File: src/rtl/spram_arb_pkg.sv
// rtl/spram_arb_pkg.sv - shared types and requester IDs for the single-port RAM arbiter
package spram_arb_pkg;

  typedef enum logic [1:0] {
    IDLE  = 2'd0,
    OWN_A = 2'd1,
    OWN_B = 2'd2
  } owner_e;

  localparam logic REQ_A = 1'b0;
  localparam logic REQ_B = 1'b1;

endpackage

File: src/rtl/spram_arb_pick.sv
// rtl/spram_arb_pick.sv - combinational round-robin pick with burst-owner override
module spram_arb_pick
  import spram_arb_pkg::*;
(
  input  logic [1:0] i_req,
  input  logic       i_last_gnt,
  input  owner_e     i_owner,
  output logic [1:0] o_gnt
);

  always_comb begin
    o_gnt = 2'b00;
    case (i_owner)
      OWN_A:   o_gnt[REQ_A] = i_req[REQ_A];
      OWN_B:   o_gnt[REQ_B] = i_req[REQ_B];
      default: begin
        // A tie goes to whoever did not win last time
        if (&i_req) o_gnt = (i_last_gnt == REQ_B) ? 2'b01 : 2'b10;
        else        o_gnt = i_req;
      end
    endcase
  end

endmodule

File: src/rtl/spram_arbiter.sv
// rtl/spram_arbiter.sv - two-requester round-robin arbiter with locked bursts for a single-port RAM
module spram_arbiter
  import spram_arb_pkg::*;
#(
  parameter int DATA_WIDTH = 8,
  parameter int ADD_WIDTH  = 4,
  parameter int MAX_BURST  = 4
) (
  input  logic                  clk,
  input  logic                  reset,
  input  logic                  a_req,
  input  logic                  a_lock,
  input  logic                  a_we,
  input  logic [ADD_WIDTH-1:0]  a_addr,
  input  logic [DATA_WIDTH-1:0] a_wdata,
  output logic                  a_gnt,
  output logic                  a_rvalid,
  output logic [DATA_WIDTH-1:0] a_rdata,
  input  logic                  b_req,
  input  logic                  b_lock,
  input  logic                  b_we,
  input  logic [ADD_WIDTH-1:0]  b_addr,
  input  logic [DATA_WIDTH-1:0] b_wdata,
  output logic                  b_gnt,
  output logic                  b_rvalid,
  output logic [DATA_WIDTH-1:0] b_rdata,
  output logic                  ram_we,
  output logic [ADD_WIDTH-1:0]  ram_addr,
  output logic [DATA_WIDTH-1:0] ram_wdata,
  input  logic [DATA_WIDTH-1:0] ram_rdata
);

  localparam int             BW       = $clog2(MAX_BURST + 1);
  localparam logic [BW-1:0]  BEAT_MAX = BW'(MAX_BURST);

  owner_e                r_state;
  owner_e                w_state_nxt;
  logic                  r_last_gnt;
  logic                  w_last_gnt_nxt;
  logic [BW-1:0]         r_beat;
  logic [BW-1:0]         w_beat_nxt;
  logic [BW-1:0]         w_beat_inc;
  logic                  r_a_rvalid;
  logic                  r_b_rvalid;
  logic [ADD_WIDTH-1:0]  r_addr_hold;
  logic [DATA_WIDTH-1:0] r_wdata_hold;

  owner_e                w_owner;
  logic [1:0]            w_pick;
  logic [1:0]            w_gnt;
  logic                  w_win;
  logic                  w_win_lock;

  // Ownership only binds while the owner keeps lock asserted
  always_comb begin
    w_owner = IDLE;
    if (r_state == OWN_A && a_lock)      w_owner = OWN_A;
    else if (r_state == OWN_B && b_lock) w_owner = OWN_B;
  end

  spram_arb_pick u_pick (
    .i_req      ({b_req, a_req}),
    .i_last_gnt (r_last_gnt),
    .i_owner    (w_owner),
    .o_gnt      (w_pick)
  );

  assign w_gnt      = w_pick & {2{reset}};
  assign w_win      = w_gnt[REQ_B];
  assign w_win_lock = w_win ? b_lock : a_lock;
  assign w_beat_inc = r_beat + BW'(1);

  always_ff @(posedge clk) begin
    if (!reset) begin
      r_state      <= IDLE;
      r_last_gnt   <= REQ_B;
      r_beat       <= '0;
      r_a_rvalid   <= 1'b0;
      r_b_rvalid   <= 1'b0;
      r_addr_hold  <= '0;
      r_wdata_hold <= '0;
    end else begin
      r_state    <= w_state_nxt;
      r_last_gnt <= w_last_gnt_nxt;
      r_beat     <= w_beat_nxt;
      r_a_rvalid <= w_gnt[REQ_A] & ~a_we;
      r_b_rvalid <= w_gnt[REQ_B] & ~b_we;
      if (|w_gnt) begin
        r_addr_hold  <= ram_addr;
        r_wdata_hold <= ram_wdata;
      end
    end
  end

  always_comb begin
    w_state_nxt    = r_state;
    w_last_gnt_nxt = r_last_gnt;
    w_beat_nxt     = r_beat;
    if (w_owner != IDLE) begin
      if (|w_gnt) begin
        w_last_gnt_nxt = w_win;
        if (w_beat_inc == BEAT_MAX) begin
          w_state_nxt = IDLE;
          w_beat_nxt  = '0;
        end else begin
          w_beat_nxt = w_beat_inc;
        end
      end
    end else begin
      w_state_nxt = IDLE;
      w_beat_nxt  = '0;
      if (|w_gnt) begin
        w_last_gnt_nxt = w_win;
        if (w_win_lock && MAX_BURST > 1) begin
          w_state_nxt = w_win ? OWN_B : OWN_A;
          w_beat_nxt  = BW'(1);
        end
      end
    end
  end

  always_comb begin
    a_gnt     = w_gnt[REQ_A];
    b_gnt     = w_gnt[REQ_B];
    ram_we    = 1'b0;
    ram_addr  = r_addr_hold;
    ram_wdata = r_wdata_hold;
    if (w_gnt[REQ_A]) begin
      ram_we    = a_we;
      ram_addr  = a_addr;
      ram_wdata = a_wdata;
    end else if (w_gnt[REQ_B]) begin
      ram_we    = b_we;
      ram_addr  = b_addr;
      ram_wdata = b_wdata;
    end
  end

  // Gating with reset hides a read return that would land in a reset cycle
  assign a_rvalid = r_a_rvalid & reset;
  assign b_rvalid = r_b_rvalid & reset;
  assign a_rdata  = ram_rdata;
  assign b_rdata  = ram_rdata;

endmodule

File: config.mk
export PLATFORM = sky130hd
export DESIGN_NAME = spram_arbiter
export DESIGN_NICKNAME = d
export VERILOG_FILES = /design/src/rtl/spram_arb_pkg.sv /design/src/rtl/spram_arb_pick.sv /design/src/rtl/spram_arbiter.sv
export SDC_FILE = /design/constraint.sdc
export NUM_CORES = 1
export LEC_CHECK = 0
export CELL_PAD_IN_SITES_DETAIL_PLACEMENT = 1
export CELL_PAD_IN_SITES_GLOBAL_PLACEMENT = 1
export CORE_AREA = 8 8 99 65
export CTS_CLUSTER_SIZE = 20
export DETAILED_ROUTE_END_ITERATION = 6
export DIE_AREA = 0 0 107 73
export HOLD_SLACK_MARGIN = 0.02
export PLACE_DENSITY_LB_ADDON = 0.08
export SYNTH_ARGS = -nofsm -noshare
export SYNTH_HDL_FRONTEND = slang
export SYNTH_SLANG_ARGS = --single-unit
export TNS_END_PERCENT = 100
File: constraint.sdc
create_clock -name clk -period 2.15 [get_ports clk]
set_clock_uncertainty 0.2 [all_clocks]
set_input_delay 0.3225 -clock clk [delete_from_list [all_inputs] [get_ports clk]]
set_output_delay 0.3225 -clock clk [all_outputs]
set_load 0.01 [all_outputs]
==> summary.log, run 1 <==
[outcome] result of the run finished, violations left
[outcome] violated checks setup timing
[synthesis] Synth Net Count 193
[critical_path] CP Data Required Time 1.63 ns
[detailed_routing] wire length per cell 17.1 µm
[synthesis] cells after synthesis 151
[detailed_routing] length of the first detailed-routing pass in iterations 4
[synthesis] number of flops mapped to enable cells by yosys 0
[floorplanning] number of standard-cell rows in the floorplan 20
[run] number of maximum-capacitance constraint violations 0
[synthesis] sequential cell area fraction in the yosys report 31.7%
[clocking] number of H-tree levels 1
[critical_path] CP Max Fanout 5
[clocking] CTS buffer count 3
[synthesis] library cells used by synthesis 36
[floorplanning] initial core utilization 25.6%
[detailed_routing] Detailed Route Iter0 Violations 27
[clocking] worst-skew pair later-pin latency 0.26 ns
[detailed_routing] antenna violation net count after detailed routing 0
[detailed_routing] total number of vias 1363
[place] Port-buffer cells 48
[synthesis] ranking of synthesized cells by area sky130_fd_sc_hd__dfxtp_1 (32%), sky130_fd_sc_hd__buf_4 (10%), sky130_fd_sc_hd__o21ai_1 (8.7%)
[floorplanning] chip height 73 µm
[global_routing] total global-route track usage 12.5%
[synthesis] Synth Area per Inst 8.35 µm²
[floorplanning] I/O pin cnt 73
[cells_and_area] fraction of layout instances using a drive strength above 1 40.2%
[synthesis] area fraction of the dominant cell type after synthesis 31.7%
[critical_path] category of the worst setup path capture point output pin
[sta] max-slew violation count 0
[synthesis] proportion of register bits with asynchronous set or reset after synthesis 0%
[sta] setup TNS after final layout -0.467 ns
[critical_path] worst endpoint data arrival time 1.69 ns
[cells_and_area] net count of the finished layout 262
[cells_and_area] diode insertion count for antenna repair 0
[power] largest vdd supply drop 0.000228 V
[cells_and_area] Non-Filler Instances 285
[synthesis] Yosys top cell by area sky130_fd_sc_hd__dfxtp_1
[place] number of cells in the design after placement 264
[critical_path] worst setup path start r_state[0]
[power] cell area power density 514 nW/µm²
[sta] worst relative slew slack 84.1%
[critical_path] minimum setup slack among reg-to-reg paths 0.27 ns
[synthesis] most frequent cells after synthesis sky130_fd_sc_hd__o21ai_1 (22), sky130_fd_sc_hd__dfxtp_1 (20), sky130_fd_sc_hd__nand2_1 (18)
[critical_path] CP Class reg2out
[sta] setup repair after global routing missed its margin true
[clocking] maximum root-to-sink buffer count 2
[clocking] TritonCTS clock tree built
[floorplanning] die width 107 µm
[global_routing] number of global-route vias before repair 1498
[global_routing] antenna violations before repair 0
[synthesis] count of state elements after synthesis 20
[synthesis] netlist area before placement 1260 µm²
[place] placer congestion estimate 0.845
[sta] setup ws final -0.0653 ns
[power] leakage power 0.000891 µW
[sta] Finish-stage setup viols 12
[cells_and_area] synth-to-layout area growth 67.1%
[critical_path] Reg-to-Reg Start r_state[0]
[synthesis] Most used DFF post-synth sky130_fd_sc_hd__dfxtp_1
[clocking] root buffer cell sky130_fd_sc_hd__clkbuf_8
[sta] Worst-Margin Slew 0.238 ns
[critical_path] critical path launch point type flip-flop
[global_routing] pin count of the biggest net entering global routing 21
[sta] number of hold violations in the final report 0
[floorplanning] DIE AREA 7810 µm²
[sta] achievable frequency 451 MHz
[clocking] Clk pin slew, worst setup/hold paths 0.08 ns
[sta] final critical delay including setup and external delays 2.22 ns
[critical_path] Worst Reg-to-Reg Cells 9
[detailed_routing] sum of routed wire length over all layers 4890 µm
[floorplanning] area of the placeable core 4930 µm²
[critical_path] FF-to-FF End r_wdata_hold[1]
[detailed_routing] drt drc 0
[critical_path] destination of the critical timing path ram_wdata[1]
[detailed_routing] vias per std cell 4.78
[clocking] number of buffers inserted by hold repair at cts 0
[place] HPWL after detailed placement 3490 µm
[hold_path] HP Class reg2reg
[global_routing] first-pass GRT wire length 7780 µm
[sta] post-route clock period utilization 103%
[global_routing] overall overflow remaining after global route 0
[synthesis] dominant cell by count in the synthesized netlist sky130_fd_sc_hd__o21ai_1
[cells_and_area] fillcell total 574
[clocking] Sinks on Clock Net 20
[synthesis] Yosys warning total 0
## power breakdown
part / leakage [µW] / switching (µW) / internal [µW]
registers: 0.000167 / 20.8 / 400
clock network: 0.0000288 / 131 / 163
logic: 0.000696 / 169 / 198
total: 0.000891 / 321 / 761
## worst min-delay path by stage
stage	startpoint	to	slack, ns	cells after the start
after floorplan	a_we	r_a_rvalid	0.19	1
after global placement	r_wdata_hold[5]	r_wdata_hold[5]	0.24	2
after detailed placement	r_addr_hold[2]	r_addr_hold[2]	0.25	2
after CTS	r_addr_hold[0]	r_addr_hold[0]	0.26	2
after global routing	r_addr_hold[1]	r_addr_hold[1]	0.29	2
final	r_addr_hold[0]	r_addr_hold[0]	0.26	2
## final cells by class
cell class	instances	area [µm²]	area share [%]
Timing Repair Buffer	86	722	34.3
Tap cell	66	82.6	3.92
Multi-Input combinational cell	97	791	37.5
Clock buffer	4	55.1	2.61
Inverter	12	45.0	2.14
Sequential cell	20	412	19.5
## worst max-delay path, cell delays in order (launching register included)
cell and delay [ns]:
sky130_fd_sc_hd__dfxtp_4 0.37, sky130_fd_sc_hd__and3b_2 0.27, sky130_fd_sc_hd__o21ai_4 0.07, sky130_fd_sc_hd__buf_6 0.13
sky130_fd_sc_hd__buf_8 0.13, sky130_fd_sc_hd__a32oi_4 0.21, sky130_fd_sc_hd__o21ai_1 0.09, sky130_fd_sc_hd__buf_2 0.15
## metal layers
layer  vias up  part of all wire, %  global-route usage, %
met5         -                    0                      0
li1        661                    -                      -
met1       673                   47                   15.3
met2        24                   48                   21.2
met3         5                  4.4                   3.17
met4         0                 0.65                   3.57
## state kept, by name (all words and copies together) (netlist names)
register / count
r_last_gnt: 1
r_state: 2
r_addr_hold: 4
r_b_rvalid: 1
r_a_rvalid: 1
r_wdata_hold: 8
r_beat: 3
## per-stage QoR
stage	utilization, %	setup WS (ns)	hold slack [ns]	area (µm²)	power [µW]
final	42.7	-0.0653	0.256	2110	1080
after global routing	42.7	-0.152	0.285	2110	1150
after CTS	42.2	-0.0685	0.261	2080	1090
after detailed placement	36.9	-0.625	0.246	1820	762
after global placement	36.9	-0.582	0.236	1820	752
after floorplan	-	0.262	0.194	1260	596
## what timing repair did
action	4_1_cts	5_1_grt
pin swaps	14	2
endpoints found under the setup margin	17	14
buffers inserted	13	2
cloned	2	0
resized for setup	96	4
## logic make-up (layout without fill, tap and decap cells)
group                      after synthesis  count (layout)  synth area share [%]
xor gates and xnor gates                 1               1                 0.695
DFF                                     20              20                  31.7
AOI/OAI and AO/OA                       52              54                  29.9
muxes                                    3               3                  2.48
buffers and inverters                   36             102                  17.7
adders and majority gates                2               2                  1.98
and+or+nand+nor                         37              37                  15.6
## cells in the final DEF, fill, tap and decap left out, drive strengths merged, types with 5 or more instances in the layout
master,netlist,routed
a32oi,12,12
inv,12,12
dlygate4sd2,0,6
dfxtp,20,20
and2,5,5
nand2,18,18
o21ai,28,28
clkbuf,3,5
buf,21,51
clkdlybuf4s50,0,28
Note: power is estimated with default switching activity, not from simulation.
==> run 2: changes to the inputs <==
- CORE_AREA: 8 8 99 65 -> 8 8 79 81
- DIE_AREA: 0 0 107 73 -> 0 0 87 89
==> summary.log, run 2 (synthesis gave the netlist of run 1 again) <==
[cells_and_area] final std cell area, no fill 2200 µm²
[floorplanning] area of the placeable core 4980 µm²
[floorplanning] chip height 89 µm
[global_routing] number of global-route vias before repair 1495
[detailed_routing] Detailed Route Iter0 Violations 28
[outcome] result of the run finished, violations left
[detailed_routing] wire length per cell 16.3 µm
[sta] worst relative slew slack 82.9%
[clocking] number of H-tree levels 1
[global_routing] antenna violations before repair 0
[floorplanning] I/O pin cnt 73
[detailed_routing] drt drc 0
[power] PnR Total Power 1050 µW
[power] largest vdd supply drop 0.000346 V
[floorplanning] die width 87 µm
[clocking] TritonCTS clock tree built
[critical_path] CP Data Required Time 1.63 ns
[global_routing] first-pass GRT wire length 7490 µm
[sta] setup repair after global routing missed its margin true
[critical_path] worst endpoint data arrival time 1.68 ns
[detailed_routing] length of the first detailed-routing pass in iterations 4
[clocking] Sinks on Clock Net 20
[sta] max-slew violation count 0
[detailed_routing] total number of vias 1335
[critical_path] CP Class reg2out
[clocking] maximum root-to-sink buffer count 2
[clocking] Clk pin slew, worst setup/hold paths 0.07 ns
[sta] final critical delay including setup and external delays 2.21 ns
[power] leakage power 0.000931 µW
[place] placer congestion estimate 0.856
[sta] Finish-stage setup viols 9
[clocking] worst-skew pair later-pin latency 0.25 ns
[critical_path] critical path launch point type flip-flop
[cells_and_area] fraction of layout instances using a drive strength above 1 40.0%
[hold_path] HP Class reg2reg
[detailed_routing] vias per std cell 4.53
[cells_and_area] diode insertion count for antenna repair 0
[place] post-place instance area 1870 µm²
[cells_and_area] fillcell total 603
[sta] achievable frequency 453 MHz
[sta] number of hold violations in the final report 0
[place] HPWL after detailed placement 3590 µm
[run] number of maximum-capacitance constraint violations 0
[cells_and_area] most used cells in the layout excluding fill and tap cells sky130_fd_sc_hd__buf_4 (38), sky130_fd_sc_hd__clkdlybuf4s50_1 (28), sky130_fd_sc_hd__o21ai_1 (21)
[power] cell area power density 476 nW/µm²
[critical_path] CP Max Fanout 11
[clocking] number of buffers inserted by hold repair at cts 0
[outcome] violated checks setup timing
[place] Port-buffer cells 48
[cells_and_area] flip-flop count of the largest register, all copies and words added 8
[clocking] CTS buffer count 3
[global_routing] total global-route track usage 12.3%
[floorplanning] DIE AREA 7740 µm²
[cells_and_area] register with the highest flop count r_wdata_hold
[critical_path] category of the worst setup path capture point output pin
[global_routing] pin count of the biggest net entering global routing 20
[cells_and_area] largest registers r_wdata_hold (8), r_addr_hold (4), r_beat (3)
[detailed_routing] antenna violation net count after detailed routing 0
[clocking] root buffer cell sky130_fd_sc_hd__clkbuf_8
[global_routing] overall overflow remaining after global route 0
[cells_and_area] commonest non-fill, non-tap cell in the layout sky130_fd_sc_hd__buf_4
[cells_and_area] synth-to-layout area growth 74.5%
[detailed_routing] sum of routed wire length over all layers 4820 µm
[floorplanning] initial core utilization 25.3%
[floorplanning] number of standard-cell rows in the floorplan 26
[sta] setup ws final -0.0557 ns
[sta] post-route clock period utilization 103%
[sta] Worst-Margin Slew 0.257 ns
[cells_and_area] net count of the finished layout 269
-- run 2: cell count changes in the layout (fill, tap and decap cells not counted), moves of 2 or more --
cell	before	now
sky130_fd_sc_hd__buf_6	7	5
sky130_fd_sc_hd__buf_4	30	38
sky130_fd_sc_hd__a32oi_4	1	3
sky130_fd_sc_hd__a32oi_2	11	9
sky130_fd_sc_hd__buf_12	0	2
-- run 2: final timing paths --
path	from	to	slack (ns)	cells past startpoint
max	r_state[0]	ram_wdata[7]	-0.06	6
min	r_wdata_hold[1]	r_wdata_hold[1]	0.26	2
max reg2reg	r_state[0]	r_wdata_hold[3]	0.33	8
min reg2reg	r_wdata_hold[1]	r_wdata_hold[1]	0.26	2
-- run 2: report_power, final --
group          total [µW]  internal [µW]  switching, µW
Clock                 239            125            114
Sequential            421            402           19.3
Combinational         387            213            174
Total                1050            739            307
-- run 2: critical path, stage by stage (launching register included) --
cell and delay [ns]:
sky130_fd_sc_hd__dfxtp_4 0.35, sky130_fd_sc_hd__and3b_2 0.26, sky130_fd_sc_hd__o21ai_4 0.08, sky130_fd_sc_hd__buf_4 0.13, sky130_fd_sc_hd__a21o_4 0.26, sky130_fd_sc_hd__o21ai_1 0.18, sky130_fd_sc_hd__buf_2 0.17
-- run 2: through the flow --
step / worst slack [ns] / utilization, % / std cells / TNS [ns] / hold WS, ns
floorplan: 0.262 / - / 151 / 0 / 0.194
detailed placement: -0.652 / 37.6 / 274 / -9.43 / 0.249
global placement: -0.627 / 37.6 / 274 / -9.04 / 0.236
CTS: -0.0263 / 42.0 / 290 / -0.135 / 0.260
global route: -0.149 / 44.2 / 295 / -1.40 / 0.279
finish: -0.0557 / 44.2 / 295 / -0.183 / 0.256
-- run 2: area by class of cell --
class / count / area (µm²) / area share [%]
timing repair buffer: 94 / 817 / 37.1
multi-input combinational: 96 / 802 / 36.4
sequential: 20 / 408 / 18.5
tap: 70 / 87.6 / 3.98
inverter: 12 / 45.0 / 2.05
clock buffer: 3 / 41.3 / 1.88
-- run 2: what timing repair did --
action                                  4_1_cts  5_1_grt
buffers inserted                             12        4
cloned                                        1        1
pin swaps                                    13        5
endpoints found under the setup margin       17       17
resized for setup                            93        9
-- run 2: routing by layer --
| metal | vias to the layer above | track usage (%) | wire, µm |
|---|---|---|---|
| met5 | - | 0 | 0 |
| li1 | 669 | - | - |
| met1 | 631 | 12.4 | 1890 |
| met2 | 33 | 24.3 | 2670 |
| met4 | 0 | 2.35 | 21 |
| met3 | 2 | 3.49 | 246 |
